[src/rtl/ccc_apb_reconfig_master.sv]
// APB3 initiator for the CCC dynamic-reconfiguration port, with a PLL relock
// command that pulses PLL_ARST_N and then waits for a synchronized LOCK.
module ccc_apb_reconfig_master #(
  parameter int ARST_CYCLES  = 16,
  parameter int LOCK_TIMEOUT = 65535,
  parameter int BUSY_TIMEOUT = 255
) (
  input  logic       PCLK,
  input  logic       PRESET_N,
  input  logic       cmd_valid,
  output logic       cmd_ready,
  input  logic [1:0] cmd_op,
  input  logic [5:0] cmd_addr,
  input  logic [7:0] cmd_wdata,
  output logic       rsp_valid,
  output logic [7:0] rsp_rdata,
  output logic       rsp_err,
  output logic       PSEL,
  output logic       PENABLE,
  output logic       PWRITE,
  output logic [5:0] PADDR,
  output logic [7:0] PWDATA,
  input  logic [7:0] PRDATA,
  input  logic       BUSY,
  output logic       PLL_ARST_N,
  input  logic       LOCK
);

  localparam int BW = $clog2(BUSY_TIMEOUT + 1);
  localparam int AW = $clog2(ARST_CYCLES + 1);
  localparam int LW = $clog2(LOCK_TIMEOUT + 1);
  localparam logic [BW-1:0] BUSY_LAST = BW'(BUSY_TIMEOUT - 1);
  localparam logic [AW-1:0] ARST_LAST = AW'(ARST_CYCLES - 1);
  localparam logic [LW-1:0] LOCK_LAST = LW'(LOCK_TIMEOUT - 1);
  localparam logic [1:0] OP_WR = 2'b00, OP_RD = 2'b01, OP_RELOCK = 2'b10;

  typedef enum logic [2:0] {
    S_IDLE, S_SETUP, S_ACCESS, S_ARST, S_WAIT_LOCK, S_RESP
  } state_t;

  state_t state_q, state_d;
  logic [1:0]    op_q, op_d;
  logic [5:0]    addr_q, addr_d;
  logic [7:0]    wdata_q, wdata_d;
  logic [7:0]    rdata_q, rdata_d;
  logic          err_q, err_d;
  logic [BW-1:0] busy_cnt_q, busy_cnt_d;
  logic [AW-1:0] arst_cnt_q, arst_cnt_d;
  logic [LW-1:0] lock_cnt_q, lock_cnt_d;
  logic          pll_arst_n_q, pll_arst_n_d;
  logic          lock_m_q, lock_s_q;

  always_ff @(posedge PCLK) begin
    if (!PRESET_N) begin
      state_q      <= S_IDLE;
      op_q         <= '0;
      addr_q       <= '0;
      wdata_q      <= '0;
      rdata_q      <= '0;
      err_q        <= 1'b0;
      busy_cnt_q   <= '0;
      arst_cnt_q   <= '0;
      lock_cnt_q   <= '0;
      pll_arst_n_q <= 1'b1;
      lock_m_q     <= 1'b0;
      lock_s_q     <= 1'b0;
    end else begin
      state_q      <= state_d;
      op_q         <= op_d;
      addr_q       <= addr_d;
      wdata_q      <= wdata_d;
      rdata_q      <= rdata_d;
      err_q        <= err_d;
      busy_cnt_q   <= busy_cnt_d;
      arst_cnt_q   <= arst_cnt_d;
      lock_cnt_q   <= lock_cnt_d;
      pll_arst_n_q <= pll_arst_n_d;
      lock_m_q     <= LOCK;
      lock_s_q     <= lock_m_q;
    end
  end

  // Counters default to zero so each one is clear on entry to its own state.
  always_comb begin
    state_d    = state_q;
    op_d       = op_q;
    addr_d     = addr_q;
    wdata_d    = wdata_q;
    rdata_d    = rdata_q;
    err_d      = err_q;
    busy_cnt_d = '0;
    arst_cnt_d = '0;
    lock_cnt_d = '0;
    case (state_q)
      S_IDLE: begin
        rdata_d = '0;
        err_d   = 1'b0;
        if (cmd_valid) begin
          op_d = cmd_op;
          if (cmd_op == OP_WR || cmd_op == OP_RD) begin
            addr_d  = cmd_addr;
            wdata_d = cmd_wdata;
            state_d = S_SETUP;
          end else if (cmd_op == OP_RELOCK) begin
            state_d = S_ARST;
          end else begin
            err_d   = 1'b1;
            state_d = S_RESP;
          end
        end
      end
      S_SETUP: state_d = S_ACCESS;
      S_ACCESS: begin
        if (!BUSY) begin
          if (op_q == OP_RD) rdata_d = PRDATA;
          state_d = S_RESP;
        end else if (busy_cnt_q == BUSY_LAST) begin
          err_d   = 1'b1;
          rdata_d = '0;
          state_d = S_RESP;
        end else begin
          busy_cnt_d = busy_cnt_q + BW'(1);
        end
      end
      S_ARST: begin
        if (arst_cnt_q == ARST_LAST) state_d = S_WAIT_LOCK;
        else arst_cnt_d = arst_cnt_q + AW'(1);
      end
      S_WAIT_LOCK: begin
        if (lock_s_q) begin
          state_d = S_RESP;
        end else if (lock_cnt_q == LOCK_LAST) begin
          err_d   = 1'b1;
          state_d = S_RESP;
        end else begin
          lock_cnt_d = lock_cnt_q + LW'(1);
        end
      end
      S_RESP:  state_d = S_IDLE;
      default: state_d = S_IDLE;
    endcase
  end

  // PLL reset is registered so the CCC never sees a decode glitch.
  assign pll_arst_n_d = (state_d != S_ARST);

  always_comb begin
    cmd_ready  = (state_q == S_IDLE);
    rsp_valid  = (state_q == S_RESP);
    rsp_err    = (state_q == S_RESP) && err_q;
    rsp_rdata  = (state_q == S_RESP) ? rdata_q : 8'h00;
    PSEL       = (state_q == S_SETUP) || (state_q == S_ACCESS);
    PENABLE    = (state_q == S_ACCESS);
    PWRITE     = PSEL && (op_q == OP_WR);
    PADDR      = addr_q;
    PWDATA     = wdata_q;
    PLL_ARST_N = pll_arst_n_q;
  end

endmodule

[config.mk]
export PLATFORM = sky130hd
export DESIGN_NAME = ccc_apb_reconfig_master
export DESIGN_NICKNAME = d
export VERILOG_FILES = /design/src/rtl/ccc_apb_reconfig_master.sv
export SDC_FILE = /design/constraint.sdc
export NUM_CORES = 1
export LEC_CHECK = 0
export BUFFER_PORTS_ARGS = -buffer_cell sky130_fd_sc_hd__buf_2
export CAP_MARGIN = 5
export CORE_ASPECT_RATIO = 0.8
export CORE_MARGIN = 5
export CORE_UTILIZATION = 35
export CTS_CLUSTER_SIZE = 25
export DETAILED_ROUTE_END_ITERATION = 10
export PLACE_DENSITY = 0.6
export SYNTH_ARGS = -nofsm -noshare
export SYNTH_HDL_FRONTEND = slang
export SYNTH_SLANG_ARGS = --single-unit
[constraint.sdc]
create_clock -name PCLK -period 1.9 [get_ports PCLK]
set_input_delay 0.38 -clock PCLK [delete_from_list [all_inputs] [get_ports PCLK]]
set_output_delay 0.38 -clock PCLK [all_outputs]
set_load 0.02 [all_outputs]
==> metrics.cfg <==
[sta]
drv_slew = 0
fin_ws_ns = 0.125
fin_crit_sh = 0.934
finalHoldViolations = 0
clock_skew_ns = 0.00616
finalCriticalPeriod_ns = 1.78
rsz0062_at_grt = no
setup_viol = 0
timing.fmax_mhz = 563
fin_hold_ws_ns = 0.258
worst_slew_pin_slew_ns = 0.600
slew_headroom = 0.600
fin_tns_setup_ns = 0

[layout]
syn2layout_area_growth_pct = 22.2
finalNonFillerCells = 431
antenna_cells = 0
register_area_um2 = 1200
fill_cells = 727
drive_gt1_frac = 0.279
multi_input_area_um2 = 1340
fin_nets = 371

[logic_synthesis]
postSynth.asyncResetShare = 0
synth_top_area_frac = 0.455
synthXorXnorAreaFrac = 0.0764
synthFlopType = dfxtp_1
synth-compound-area-share = 0.0693
postSynthCellCount = 269
synth_top_family_by_area = simple AND/OR/NAND/NOR gates
synthesis.area_um2 = 2640
synth_fa_ha_area_frac = 0.0285
synth.net_count = 304
postSynthAreaPerCell_um2 = 9.80
synth.distinct_cells = 41
ys_seq_area_frac = 0.455
synth_warnings = 0
ys_ff_latch = 60
synth_mux_area_frac = 0.0607
synth-simple-area-share = 0.269
yosys-top-cells-area = dfxtp_1 46%, mux2i_1 6.1%, nor2_1 5.1%, nor2b_1 4.5%, xnor2_1 4.3%
synth_top_area_cell = dfxtp_1
synth_edf_count = 0

[route]
vias = 2007
totalWireLength_um = 5190
first_pass_iters = 4
wl_per_cell_um = 12.0
vias_per_cell = 4.66
post-route-drc-count = 0
drtIter0Drc = 96
ant_nets = 0

[power_and_ir_drop]
switching_share = 0.286
p_leak_nw = 1.27
p_int_mw = 2.04
power.density_nw_per_um2 = 888
combPwrFrac = 0.181
ir_drop_mv = 0.444
power.share.clock = 0.339
power_switching_uw = 819
seqPwrFrac = 0.480

[placed_design]
place.gp.congestion = 0.741
place_ws_ns = 0.118
io_buffers = 57
dp_hpwl_um = 3850
dp.cells = 415

[setup_path]
crit_chain = buf_4 > nor2_4 > and2_1 > buf_2
critPathTopFamily = simple AND/OR/NAND/NOR gates
cp_data_arrival_time_ns = 1.40
cpMaxStageDelayCell = dfxtp_2
end_kind = primary output
cpPeakStageDelay_ns = 0.35
crit_required_ns = 1.52
crit_path_start_kind = flip-flop
path_max_fanout = 8
path_buf_inv = 2
critPathKind = reg -> out

[global_route]
grt_pass1_wl_um = 8680
antenna_found_initial = 0
grt_usage = 0.116
grt_max_degree = 19
grt_pass1_vias = 1939
grt_overflow = 0

[floorplan]
rows = 28
core_um2 = 7360
ios = 58
start_util = 0.359
die_w_um = 107
die-area_um2 = 9380
dieHeight_um = 87.6

[flow_run]
maxCapViolCount = 0

[clock_tree]
cts_hold_buf = 0
cts_tree = built
clock_latency_ns = 0.33
cts_buffers = 9
cts.repair.resized = 5
clockRootBuffer = clkbuf_8
clockBufferDepth = 2
h-tree-depth = 3
path_clk_slew_ns = 0.07
post_cts_buffers = 0
cts_sinks = 60

[hold_path]
hold_path.class = in -> reg

[outcome]
status = complete, no violations

layer usage:
| metal | global-route usage | share of wire |
|---|---|---|
| met1 | 0.145 | 0.49 |
| met2 | 0.179 | 0.43 |
| met3 | 0.0450 | 0.065 |
| met4 | 0.0488 | 0.012 |
| met5 | 0 | 0 |
Yosys cell counts (all sizes together) (3+ instances only):
| library cell | instances |
|---|---|
| a22o | 8 |
| nor2b | 19 |
| nor4 | 5 |
| o21ai | 4 |
| and2 | 11 |
| inv | 8 |
| nor3 | 6 |
| nor2 | 36 |
| nand2b | 3 |
| nand2 | 8 |
| mux2i | 16 |
| ha | 6 |
| nand3 | 12 |
| and3 | 4 |
| dfxtp | 60 |
| buf | 8 |
| xnor2 | 13 |
| xor2 | 10 |
| nand4 | 10 |
metrics by stage:
step	total power [mW]	utilization	instance area (um^2)
6_report	2.86	0.438	3220
5_1_grt	3.03	0.438	3220
4_1_cts	2.92	0.438	3220
3_5_place_dp	1.91	0.413	3040
3_3_place_gp	1.91	0.413	3040
2_1_floorplan	1.75	-	2640
placed cells by master, fill, tap and decap left out, drive strengths merged, types with 3 or more instances in the layout:
master / instances
mux2i: 16
xor2: 10
nor3: 6
and2: 11
a22o: 8
nand2b: 3
nor4: 5
inv: 8
nor2: 36
and3: 4
dfxtp: 60
nand3: 12
nand4: 10
nor2b: 19
clkbuf: 11
ha: 6
buf: 66
clkinv: 4
o21ai: 4
nand2: 8
xnor2: 13
kinds of logic after synthesis:
kind of cell | after synthesis
simple gates | 123
flops | 60
compound gates | 23
xor+xnor | 23
buf+inv | 18
mux | 16
fa+ha+maj | 6
final timing paths:
kind              slack (ns)           from  depth (start not counted)            end
setup reg to reg        0.22  arst_cnt_q[0]                          7     state_q[0]
setup / recovery        0.12     state_q[0]                          4        PENABLE
hold reg to reg         0.45  arst_cnt_q[0]                          1  arst_cnt_q[0]
hold / removal          0.26      PRDATA[5]                          2     rdata_q[5]
registers in the layout (all words and copies together), names as in the netlist, 2 cells and up:
| name | flops |
|---|---|
| lock_cnt_q | 16 |
| PWDATA | 8 |
| rdata_q | 8 |
| busy_cnt_q | 8 |
| state_q | 3 |
| arst_cnt_q | 5 |
| PADDR | 6 |
| op_q | 2 |
power by group through the flow:
stage	clock (mW)	combinational [mW]	sequential [mW]
after global placement	0	0.511	1.39
after global routing	1.08	0.569	1.38
final	0.970	0.519	1.37
after CTS	1.02	0.525	1.37
after detailed placement	0	0.513	1.40
after floorplan	0	0.349	1.40
layout make-up:
cell class | count | area share
multi-input combinational | 191 | 0.416
tap | 90 | 0.0349
timing repair buffer | 66 | 0.113
clock inverter | 5 | 0.00854
sequential | 60 | 0.374
inverter | 8 | 0.00931
clock buffer | 11 | 0.0438
Power figures use the tool's default switching activity.
